--- src/rtl/mem_dma_copy_if.sv ---
// -----------------------------------------------------------------------------
// mem_dma_copy_if
//   Bundles the request/acknowledge channels, the source read port, the
//   destination write port and the status outputs of mem_dma_copy.
//
//   Parameters: NCH (channels), AW (address/length width), DW (data width).
//
//   Signals:
//     dma_req_i / dma_ack_o        per-channel four-phase handshake
//     dma_src_addr_i, dma_dst_addr_i, dma_len_i
//                                  per-channel descriptors, channel c at [c*AW +: AW]
//     src_en_o, src_addr_o, src_dt_i   source memory read port
//     dst_wr_o, dst_addr_o, dst_dt_o   destination memory write port
//     busy_o, ch_sel_o             engine status
//
//   Optional macro MEM_DMA_FILL_EN adds dma_fill_i and dma_fill_dt_i
//   (per-channel fill flag and fill word, channel c at [c*DW +: DW]).
//
//   Modports: master = the DMA engine, slave = requesters plus memories.
// -----------------------------------------------------------------------------
interface mem_dma_copy_if #(
   parameter int NCH = 2,
   parameter int AW  = 8,
   parameter int DW  = 32
);
   localparam int CW = (NCH > 1) ? $clog2(NCH) : 1;

   logic [NCH-1:0]    dma_req_i;
   logic [NCH-1:0]    dma_ack_o;
   logic [NCH*AW-1:0] dma_src_addr_i;
   logic [NCH*AW-1:0] dma_dst_addr_i;
   logic [NCH*AW-1:0] dma_len_i;
`ifdef MEM_DMA_FILL_EN
   logic [NCH-1:0]    dma_fill_i;
   logic [NCH*DW-1:0] dma_fill_dt_i;
`endif
   logic              src_en_o;
   logic [AW-1:0]     src_addr_o;
   logic [DW-1:0]     src_dt_i;
   logic              dst_wr_o;
   logic [AW-1:0]     dst_addr_o;
   logic [DW-1:0]     dst_dt_o;
   logic              busy_o;
   logic [CW-1:0]     ch_sel_o;

   modport master (
`ifdef MEM_DMA_FILL_EN
      input  dma_fill_i, dma_fill_dt_i,
`endif
      input  dma_req_i, dma_src_addr_i, dma_dst_addr_i, dma_len_i, src_dt_i,
      output dma_ack_o, src_en_o, src_addr_o, dst_wr_o, dst_addr_o, dst_dt_o,
             busy_o, ch_sel_o
   );

   modport slave (
`ifdef MEM_DMA_FILL_EN
      output dma_fill_i, dma_fill_dt_i,
`endif
      output dma_req_i, dma_src_addr_i, dma_dst_addr_i, dma_len_i, src_dt_i,
      input  dma_ack_o, src_en_o, src_addr_o, dst_wr_o, dst_addr_o, dst_dt_o,
             busy_o, ch_sel_o
   );
endinterface

--- src/rtl/mem_dma_copy.sv ---
// -----------------------------------------------------------------------------
// mem_dma_copy
//   Multi-channel memory-to-memory DMA copy engine. NCH requesters hand over
//   (src, dst, len) with a four-phase req/ack handshake; a round-robin arbiter
//   serves one channel at a time, streaming one word per cycle from the source
//   read port to the destination write port.
//
//   Ports:
//     ps_clk  clock
//     rst_i   asynchronous reset, active-high
//     bus     mem_dma_copy_if.master (handshake, descriptors, memory ports,
//             busy_o, ch_sel_o)
//
//   Parameters: NCH (1..8), AW, DW, RD_LAT (source read latency, 1 or 2).
//
//   Optional macro MEM_DMA_FILL_EN: a channel granted with dma_fill_i set
//   writes its fill word len times without touching the source port.
// -----------------------------------------------------------------------------
module mem_dma_copy #(
   parameter int NCH    = 2,
   parameter int AW     = 8,
   parameter int DW     = 32,
   parameter int RD_LAT = 1
) (
   input  logic           ps_clk,
   input  logic           rst_i,
   mem_dma_copy_if.master bus
);
   localparam int CW = (NCH > 1) ? $clog2(NCH) : 1;

   localparam logic [1:0] S_IDLE  = 2'd0;
   localparam logic [1:0] S_RUN   = 2'd1;
   localparam logic [1:0] S_DRAIN = 2'd2;
   localparam logic [1:0] S_ACK   = 2'd3;

   logic [1:0]        state;
   logic [CW-1:0]     ptr;
   logic [CW-1:0]     ch_sel;
   logic [NCH-1:0]    ack;
   logic [AW-1:0]     src_cur;
   logic [AW-1:0]     dst_cur;
   logic [AW-1:0]     rd_left;
   logic [AW-1:0]     wr_left;
   logic [RD_LAT-1:0] en_pipe;
   logic              src_en;
   logic              dst_wr;

   logic [NCH-1:0]    eligible;
   logic              gnt_vld;
   logic [CW-1:0]     gnt;
   logic [CW-1:0]     arb_idx;
   logic [AW-1:0]     gnt_src;
   logic [AW-1:0]     gnt_dst;
   logic [AW-1:0]     gnt_len;

`ifdef MEM_DMA_FILL_EN
   logic              fill_mode;
   logic [DW-1:0]     fill_word;
   logic              gnt_fill;
   logic [DW-1:0]     gnt_fword;
`endif

   // Round-robin pick: first eligible channel scanning upward from ptr with
   // wrap. A channel whose ack is still high is not eligible, so a requester
   // must complete the handshake before it can be served again.
   always_comb begin
      eligible = bus.dma_req_i & ~ack;
      gnt_vld  = 1'b0;
      gnt      = '0;
      arb_idx  = '0;
      for (int k = 0; k < NCH; k++) begin
         arb_idx = CW'((int'(ptr) + k) % NCH);
         if (!gnt_vld && eligible[arb_idx]) begin
            gnt_vld = 1'b1;
            gnt     = arb_idx;
         end
      end
      gnt_src = bus.dma_src_addr_i[int'(gnt)*AW +: AW];
      gnt_dst = bus.dma_dst_addr_i[int'(gnt)*AW +: AW];
      gnt_len = bus.dma_len_i[int'(gnt)*AW +: AW];
`ifdef MEM_DMA_FILL_EN
      gnt_fill  = bus.dma_fill_i[gnt];
      gnt_fword = bus.dma_fill_dt_i[int'(gnt)*DW +: DW];
`endif
   end

   // The write strobe is the read enable delayed by the memory latency, so
   // the returned word is forwarded in the cycle it appears. In fill mode the
   // source port stays idle and writes are issued straight from RUN.
`ifdef MEM_DMA_FILL_EN
   assign src_en       = (state == S_RUN) && !fill_mode;
   assign dst_wr       = fill_mode ? (state == S_RUN) : en_pipe[RD_LAT-1];
   assign bus.dst_dt_o = !dst_wr ? '0 : (fill_mode ? fill_word : bus.src_dt_i);
`else
   assign src_en       = (state == S_RUN);
   assign dst_wr       = en_pipe[RD_LAT-1];
   assign bus.dst_dt_o = dst_wr ? bus.src_dt_i : '0;
`endif

   assign bus.src_en_o   = src_en;
   assign bus.src_addr_o = src_cur;
   assign bus.dst_wr_o   = dst_wr;
   assign bus.dst_addr_o = dst_cur;
   assign bus.dma_ack_o  = ack;
   assign bus.busy_o     = (state != S_IDLE);
   assign bus.ch_sel_o   = ch_sel;

   // Control FSM plus read-to-write pipeline. A zero-length request passes
   // through DRAIN for one cycle with nothing outstanding, which makes its ack
   // rise on the edge after the grant without any memory access.
   always_ff @(posedge ps_clk or posedge rst_i) begin
      if (rst_i) begin
         state     <= S_IDLE;
         ptr       <= '0;
         ch_sel    <= '0;
         ack       <= '0;
         src_cur   <= '0;
         dst_cur   <= '0;
         rd_left   <= '0;
         wr_left   <= '0;
         en_pipe   <= '0;
`ifdef MEM_DMA_FILL_EN
         fill_mode <= 1'b0;
         fill_word <= '0;
`endif
      end else begin
         en_pipe[0] <= src_en;
         for (int i = 1; i < RD_LAT; i++) begin
            en_pipe[i] <= en_pipe[i-1];
         end
         if (dst_wr) begin
            dst_cur <= dst_cur + AW'(1);
            wr_left <= wr_left - AW'(1);
         end
         if (src_en) begin
            src_cur <= src_cur + AW'(1);
         end
         case (state)
            S_IDLE: begin
               if (gnt_vld) begin
                  ch_sel    <= gnt;
                  ptr       <= CW'((int'(gnt) + 1) % NCH);
                  src_cur   <= gnt_src;
                  dst_cur   <= gnt_dst;
                  rd_left   <= gnt_len;
                  wr_left   <= gnt_len;
`ifdef MEM_DMA_FILL_EN
                  fill_mode <= gnt_fill;
                  fill_word <= gnt_fword;
`endif
                  state     <= (gnt_len == '0) ? S_DRAIN : S_RUN;
               end
            end
            S_RUN: begin
               rd_left <= rd_left - AW'(1);
               if (rd_left == AW'(1)) begin
`ifdef MEM_DMA_FILL_EN
                  if (fill_mode) begin
                     state       <= S_ACK;
                     ack[ch_sel] <= 1'b1;
                  end else
`endif
                  state <= S_DRAIN;
               end
            end
            S_DRAIN: begin
               if ((wr_left == '0) || (dst_wr && (wr_left == AW'(1)))) begin
                  state       <= S_ACK;
                  ack[ch_sel] <= 1'b1;
               end
            end
            default: begin
               if (!bus.dma_req_i[ch_sel]) begin
                  ack   <= '0;
                  state <= S_IDLE;
               end
            end
         endcase
      end
   end
endmodule

--- src/flat_wrapper.sv ---
// flat-port wrapper written by rule: the top's interface ports become plain ports
module mem_dma_copy_flat 
#(
   parameter int NCH    = 2,
   parameter int AW     = 8,
   parameter int DW     = 32,
   parameter int RD_LAT = 1
)
  (ps_clk, rst_i, bus_dma_req_i, bus_dma_src_addr_i, bus_dma_dst_addr_i, bus_dma_len_i, bus_src_dt_i, bus_dma_ack_o, bus_src_en_o, bus_src_addr_o, bus_dst_wr_o, bus_dst_addr_o, bus_dst_dt_o, bus_busy_o, bus_ch_sel_o);
  mem_dma_copy_if #(.NCH(NCH), .AW(AW), .DW(DW)) bus_i ();
  input  logic ps_clk;
  input  logic rst_i;
  input wire logic [$bits(bus_i.dma_req_i)-1:0] bus_dma_req_i;
  input wire logic [$bits(bus_i.dma_src_addr_i)-1:0] bus_dma_src_addr_i;
  input wire logic [$bits(bus_i.dma_dst_addr_i)-1:0] bus_dma_dst_addr_i;
  input wire logic [$bits(bus_i.dma_len_i)-1:0] bus_dma_len_i;
  input wire logic [$bits(bus_i.src_dt_i)-1:0] bus_src_dt_i;
  output wire logic [$bits(bus_i.dma_ack_o)-1:0] bus_dma_ack_o;
  output wire logic [$bits(bus_i.src_en_o)-1:0] bus_src_en_o;
  output wire logic [$bits(bus_i.src_addr_o)-1:0] bus_src_addr_o;
  output wire logic [$bits(bus_i.dst_wr_o)-1:0] bus_dst_wr_o;
  output wire logic [$bits(bus_i.dst_addr_o)-1:0] bus_dst_addr_o;
  output wire logic [$bits(bus_i.dst_dt_o)-1:0] bus_dst_dt_o;
  output wire logic [$bits(bus_i.busy_o)-1:0] bus_busy_o;
  output wire logic [$bits(bus_i.ch_sel_o)-1:0] bus_ch_sel_o;
  assign bus_i.dma_req_i = bus_dma_req_i;
  assign bus_i.dma_src_addr_i = bus_dma_src_addr_i;
  assign bus_i.dma_dst_addr_i = bus_dma_dst_addr_i;
  assign bus_i.dma_len_i = bus_dma_len_i;
  assign bus_i.src_dt_i = bus_src_dt_i;
  assign bus_dma_ack_o = bus_i.dma_ack_o;
  assign bus_src_en_o = bus_i.src_en_o;
  assign bus_src_addr_o = bus_i.src_addr_o;
  assign bus_dst_wr_o = bus_i.dst_wr_o;
  assign bus_dst_addr_o = bus_i.dst_addr_o;
  assign bus_dst_dt_o = bus_i.dst_dt_o;
  assign bus_busy_o = bus_i.busy_o;
  assign bus_ch_sel_o = bus_i.ch_sel_o;
  mem_dma_copy #(.NCH(NCH), .AW(AW), .DW(DW), .RD_LAT(RD_LAT)) u_core (.ps_clk(ps_clk), .rst_i(rst_i), .bus(bus_i));
endmodule
--- config.mk ---
export PLATFORM = sky130hd
export DESIGN_NAME = mem_dma_copy_flat
export DESIGN_NICKNAME = d
export VERILOG_FILES = /design/src/rtl/mem_dma_copy_if.sv /design/src/rtl/mem_dma_copy.sv /design/src/flat_wrapper.sv
export SDC_FILE = /design/constraint.sdc
export NUM_CORES = 1
export LEC_CHECK = 0
export CORE_ASPECT_RATIO = 1.75
export CORE_MARGIN = 4
export CORE_UTILIZATION = 44
export CTS_CLUSTER_DIAMETER = 50
export CTS_CLUSTER_SIZE = 12
export DETAILED_ROUTE_END_ITERATION = 7
export GPL_TIMING_DRIVEN = 0
export PLACE_DENSITY = 0.9
export SYNTH_ARGS = -nofsm -noshare
export SYNTH_HDL_FRONTEND = slang
export SYNTH_SLANG_ARGS = --single-unit
--- constraint.sdc ---
create_clock -name ps_clk -period 5.7 [get_ports ps_clk]
set_input_delay 1.425 -clock ps_clk [delete_from_list [all_inputs] [get_ports ps_clk]]
set_output_delay 1.425 -clock ps_clk [all_outputs]
set_load 0.02 [all_outputs]
==> summary.txt, run 1 <==
Yosys
  • Unique masters post-synth: 40
  • Register bit total from synthesis: 39
  • Post-synth EDFFs: 0
  • Post-Syn Nets: 407
  • Mapped Avg Cell Area: 8.69 um^2
  • Post-synth top flop: dfrtp_1
  • Sequential area share after synthesis: 0.360
  • Asr flop ratio synth: 1.00
  • Synthesized instance count: 312
  • YS warnings: 0
  • Cell Area, Synth: 2710 um^2

Power
  • PwrDens: 503 nW/um^2
  • Part of the power in registers: 0.271
  • Peak VDD IR: 0.304 mV
  • Psw: 990 uW
  • Leakage: 1.73 nW
  • Clock power frac: 0.109
  • Pint: 1.17 mW
  • Sw Share: 0.458
  • Logic pwr share: 0.620
  • Power, Total: 2.16 mW

GRT
  • GR Overflow Total: 0
  • Largest net degree at the start of global routing: 40
  • Antenna violations before repair: 0
  • Vias in the first global route: 3,049
  • Global Route Usage Sum: 0.253
  • First-pass GRT wire length: 14,600 um

Floorplan
  • Total die area: 7530 um^2
  • Row count: 37
  • Core Area: 5930 um^2
  • Die Span X: 67.3 um
  • Starting density of the core: 0.457
  • Die H: 112 um
  • Ports: 138

Setup path
  • Critical-path cell list: clkdlybuf4s50_1 > and2_1 > clkdlybuf4s50_1
  • Setup crit end kind: output port
  • WP data arrival: 2.66 ns
  • WS Path Type: input port to output port
  • CP required: 4.28 ns
  • Worst-path maximum fanout: 1
  • Most used cell, CP: clkdlybuf4s50_1
  • CP bufs+invs: 2
  • Slowest stage delay, CP: 0.61 ns
  • Crit start category: input port
  • Crit path max-delay family: buffers and inverters
  • Critical path's slowest cell: clkdlybuf4s50_1

STA
  • PnR worst setup slack: 1.61 ns
  • Final setup viols: 0
  • Final hold violation count: 0
  • Fin crit share: 0.717
  • Worst clock skew: 0.0115 ns
  • Worst rel slew slack: 0.436
  • Fin. max-slew vios: 0
  • Hold WS: 0.545 ns
  • Tightest Pin Transition: 0.845 ns
  • Fmax: 0.245 GHz
  • Unrepaired setup endpoints after global routing: no
  • Final TNS setup: 0 ns
  • Fin crit period: 4.09 ns

Placed design
  • Placement Cell Area: 4180 um^2
  • Routability cong.: 0.823
  • DP Wirelength: 7420 um
  • Port-buffer cells: 137
  • Post-Place Cells: 527
  • Pre-CTS WS: 1.62 ns

Clock network
  • CTS Hold Bufs: 0
  • Clock Latency Late Sink: 0.30 ns
  • CTS Sinks: 39
  • Number of H-tree levels: 2
  • CTS root buffer: clkbuf_8
  • PostCTS Resize Cnt: 0
  • Buffer depth of the longest clock path: 2
  • CTS tree: done
  • CTS buffer count: 5
  • Post-CTS Setup Bufs: 0
  • Reg clk slew, reported paths: 0.08 ns

Final layout
  • Area grow syn2layout: 58.4%
  • Design area: 4290 um^2
  • Layout cell share with drive strength beyond 1: 0.0547
  • Most common cell after layout, fill and taps aside: clkdlybuf4s50_1
  • Commonest cells after routing, fill and taps aside: 137 x clkdlybuf4s50_1, 39 x dfrtp_1, 33 x nand2_1, 33 x and2_1, 25 x a21oi_1
  • Nets: 551
  • Fillers: 464
  • Final Util: 0.724
  • Fin cells: 535
  • Ant. Diodes: 0

Route
  • Final WL: 9220 um
  • Drt pass-1 iters: 4
  • Initial DRC count: 120
  • Vias per cell: 5.30
  • Post-route DRC: 0
  • Antenna-violating nets left: 0
  • Wire per inst: 17.2 um
  • DR vias: 2,835

Outcome
  • Outcome: finished, final reports clean

Run
  • Max-Cap Viols: 0

Hold path
  • HP Class: register to register
==> sequential cells by signal, indices dropped and copies added (netlist names) <==
register and count:
u_core.bus.ch_sel_o 1, u_core.bus.dma_ack_o 2, u_core.bus.dst_addr_o 8, u_core.bus.dst_wr_o 1
u_core.bus.src_addr_o 8, u_core.ptr 1, u_core.rd_left 8, u_core.state 2
u_core.wr_left 8
==> synthesized netlist by cell type (2+ instances only) <==
cell | count | share of area
a211oi_1 | 9 | 0.025
a21oi_1 | 25 | 0.046
a31o_2 | 5 | 0.016
and2_1 | 33 | 0.076
and3_1 | 2 | 0.0046
buf_2 | 4 | 0.0074
clkbuf_1 | 14 | 0.019
dfrtp_1 | 39 | 0.36
ha_1 | 11 | 0.051
inv_1 | 10 | 0.014
mux2_2 | 2 | 0.0083
mux2i_1 | 16 | 0.059
nand2_1 | 33 | 0.046
nand2b_1 | 2 | 0.0046
nand3_1 | 7 | 0.013
nand4_1 | 5 | 0.012
nor2_1 | 16 | 0.022
nor2b_1 | 11 | 0.025
nor3_1 | 4 | 0.0074
nor3b_1 | 2 | 0.0055
nor4_1 | 6 | 0.014
o21ai_0 | 17 | 0.031
o22ai_1 | 3 | 0.0069
xnor2_1 | 9 | 0.029
xor2_1 | 12 | 0.039
==> power by group through the flow <==
stage	clock [mW]	sequential (mW)	combinational [mW]
finish	0.235	0.585	1.34
global route	0.255	0.605	1.47
global placement	0	0.574	1.28
detailed placement	0	0.584	1.33
floorplan	0	0.637	0.756
CTS	0.239	0.581	1.35
==> cell families after synthesis <==
kind of cell	share of synthesized area
compound gates	0.162
xor+xnor	0.0679
fa+ha+maj	0.0508
buf+inv	0.0406
flops	0.360
mux	0.0729
simple gates	0.246
==> worst register-to-register path, delay by kind of cell (launching register included) <==
family | cells | cell delay, ns
buffers and inverters | 3 | 0.94
and+or+nand+nor | 2 | 0.25
DFF | 1 | 0.43
AOI/OAI and AO/OA | 3 | 0.58
adders and majority gates | 1 | 0.23
==> final cells by class <==
cell class	instances	area (um^2)	area share
sequential	39	976	0.227
timing repair buffer	137	1370	0.320
inverter	10	37.5	0.00875
clock buffer	5	68.8	0.0160
tap	78	97.6	0.0227
clock inverter	3	43.8	0.0102
multi-input combinational	245	1620	0.378
buffer	18	72.6	0.0169
==> metal layers <==
metal / up-vias / GRT usage / wire [um] / share of wire
met1: 1358 / 0.258 / 3210 / 0.35
met3: 26 / 0.0404 / 385 / 0.042
li1: 1369 / - / - / -
met2: 82 / 0.486 / 5340 / 0.58
met4: 0 / 0.0949 / 279 / 0.030
met5: - / 0 / 0 / 0
==> path summary, 6_finish.rpt <==
| kind | startpoint | to | slack [ns] | cells past startpoint |
|---|---|---|---|---|
| worst min-delay path | u_core.ptr | u_core.ptr | 0.55 | 2 |
| min in group asynchronous | rst_i | u_core.bus.src_addr_o[0] | 1.61 | 2 |
| worst max-delay path | bus_src_dt_i[3] | bus_dst_dt_o[3] | 1.61 | 3 |
| worst min register to register | u_core.ptr | u_core.ptr | 0.55 | 2 |
| worst max register to register | u_core.state[1] | u_core.rd_left[6] | 3.13 | 9 |
| max in group asynchronous | rst_i | u_core.wr_left[3] | 3.54 | 2 |
(Power assumes the default switching activity.)
==> inputs of run 2 (changes only) <==
--- a/config.mk
+++ b/config.mk
@@ -7,12 +7,12 @@
 export LEC_CHECK = 0
 export CORE_ASPECT_RATIO = 1.75
 export CORE_MARGIN = 4
-export CORE_UTILIZATION = 44
+export CORE_UTILIZATION = 37
 export CTS_CLUSTER_DIAMETER = 50
 export CTS_CLUSTER_SIZE = 12
 export DETAILED_ROUTE_END_ITERATION = 7
 export GPL_TIMING_DRIVEN = 0
-export PLACE_DENSITY = 0.9
+export PLACE_DENSITY = 0.81
 export SYNTH_ARGS = -nofsm -noshare
 export SYNTH_HDL_FRONTEND = slang
 export SYNTH_SLANG_ARGS = --single-unit
==> constraint.sdc (replaced) <==
create_clock -name ps_clk -period 3.62 [get_ports ps_clk]
set_input_delay 0.905 -clock ps_clk [delete_from_list [all_inputs] [get_ports ps_clk]]
set_output_delay 0.905 -clock ps_clk [all_outputs]
set_load 0.02 [all_outputs]
==> summary.txt, run 2 (synthesized netlist as in run 1, its figures left out) <==
STA
  • Fin. max-slew vios: 0
  • Final setup viols: 0
  • Unrepaired setup endpoints after global routing: no
  • Worst rel slew slack: 0.455
  • Final TNS setup: 0 ns
  • Fin crit period: 3.19 ns
  • Fmax: 0.313 GHz
  • Final hold violation count: 0
  • Tightest Pin Transition: 0.817 ns
  • Worst clock skew: 0.00434 ns
  • Hold WS: 0.524 ns
  • Fin crit share: 0.881

Setup path
  • WS Path Type: register to output port
  • Crit start category: register
  • Worst setup path startpoint: u_core.bus.dst_wr_o
  • R2r endpoint: u_core.rd_left[6]
  • Crit Reg-Reg Startpoint: u_core.state[1]
  • CP required: 2.71 ns
  • WP data arrival: 2.28 ns
  • Setup crit end kind: output port
  • Worst R2R Path Depth: 9
  • Worst-path maximum fanout: 10
  • R2R Setup Slk: 1.15 ns

Floorplan
  • Starting density of the core: 0.377
  • Ports: 138
  • Core Area: 7180 um^2
  • Die Span X: 72.7 um
  • Total die area: 8810 um^2
  • Row count: 41
  • Die H: 121 um

Route
  • Wire per inst: 16.4 um
  • Final WL: 8900 um
  • Initial DRC count: 114
  • WL met2: 5030 um
  • DR vias: 2,740
  • Drt pass-1 iters: 4
  • Vias per cell: 5.05
  • Met3 WL: 345 um
  • Top Layer Used: met4
  • Post-route DRC: 0
  • Antenna-violating nets left: 0
  • M1 WL: 3280 um

Placed design
  • Post-Place Cells: 535
  • Port-buffer cells: 137
  • Routability cong.: 0.882
  • DP Wirelength: 7160 um
  • Placement Cell Area: 4190 um^2

Final layout
  • Ant. Diodes: 0
  • Commonest cells after routing, fill and taps aside: 137 x clkdlybuf4s50_1, 39 x dfrtp_1, 33 x nand2_1, 33 x and2_1, 25 x a21oi_1
  • Multi-input gate area: 1620 um^2
  • Fin cells: 543
  • Nets: 551
  • Most common cell after layout, fill and taps aside: clkdlybuf4s50_1
  • Register area: 976 um^2
  • Design area: 4330 um^2
  • Layout cell share with drive strength beyond 1: 0.0503
  • Fillers: 656
  • Area grow syn2layout: 59.6%

Hold path
  • Worst Hold Path EP: u_core.bus.dma_ack_o[1]
  • Hold Path Depth: 2
  • Worst hold start: u_core.bus.dma_ack_o[1]
  • HP Class: register to register

Clock network
  • CTS Sinks: 39
  • PostCTS Resize Cnt: 0
  • Post-CTS Setup Bufs: 0
  • Clock Latency Late Sink: 0.28 ns
  • CTS root buffer: clkbuf_16
  • Buffer depth of the longest clock path: 2
  • Reg clk slew, reported paths: 0.06 ns
  • CTS Hold Bufs: 0
  • Number of H-tree levels: 2
  • CTS tree: done
  • CTS buffer count: 5

GRT
  • First-pass GRT wire length: 14,100 um
  • Largest net degree at the start of global routing: 40
  • Global Route Usage Sum: 0.207
  • GR Overflow Total: 0
  • Antenna violations before repair: 0
  • Vias in the first global route: 2,902

Outcome
  • Outcome: finished, final reports clean

Power
  • Leakage: 1.74 nW
  • Peak VDD IR: 0.422 mV
  • PwrDens: 792 nW/um^2

Run
  • Max-Cap Viols: 0
## run 2: cell count changes in the layout (fill, tap and decap cells not counted)
cell,previous run,this run
clkbuf_1,14,16
clkbuf_16,0,5
bufinv_16,1,0
clkinv_4,1,0
clkbuf_8,5,0
## run 2: routing by layer
layer  GRT usage  up-vias
li1            -     1369
met1       0.217     1282
met3      0.0265       21
met5           0        -
met2       0.398       68
met4      0.0808        0
## run 2: worst max path at each step
stage | cells past startpoint | to
global placement | 8 | u_core.rd_left[0]
detailed placement | 8 | u_core.rd_left[0]
global route | 4 | bus_dst_dt_o[21]
finish | 4 | bus_dst_dt_o[21]
CTS | 4 | bus_dst_dt_o[21]
floorplan | 7 | u_core.rd_left[0]
## run 2: final cells by class
| cell class | instances | share of cell area |
|---|---|---|
| tap | 86 | 0.0249 |
| inverter | 10 | 0.00868 |
| clock buffer | 7 | 0.0307 |
| buffer | 18 | 0.0168 |
| clock inverter | 1 | 0.00116 |
| sequential | 39 | 0.226 |
| timing repair buffer | 137 | 0.317 |
| multi-input combinational | 245 | 0.375 |
## run 2: where the power goes
part           total, mW  switching [mW]  internal (mW)
combinational       2.09            1.12          0.970
sequential         0.916           0.248          0.668
clock              0.419           0.164          0.254
## run 2: through the flow
step / total power, mW / worst slack (ns) / utilization
floorplan: 2.19 / 1.37 / -
global placement: 2.94 / 0.528 / 0.583
detailed placement: 3.01 / 0.513 / 0.583
CTS: 3.44 / 0.394 / 0.602
global route: 3.69 / 0.256 / 0.602
finish: 3.42 / 0.430 / 0.602
## run 2: critical path, cell delays in order, from the launching register on
cell and delay, ns:
dfrtp_1 0.48, clkbuf_1 0.41, clkbuf_1 0.32, and2_1 0.18, clkdlybuf4s50_1 0.61
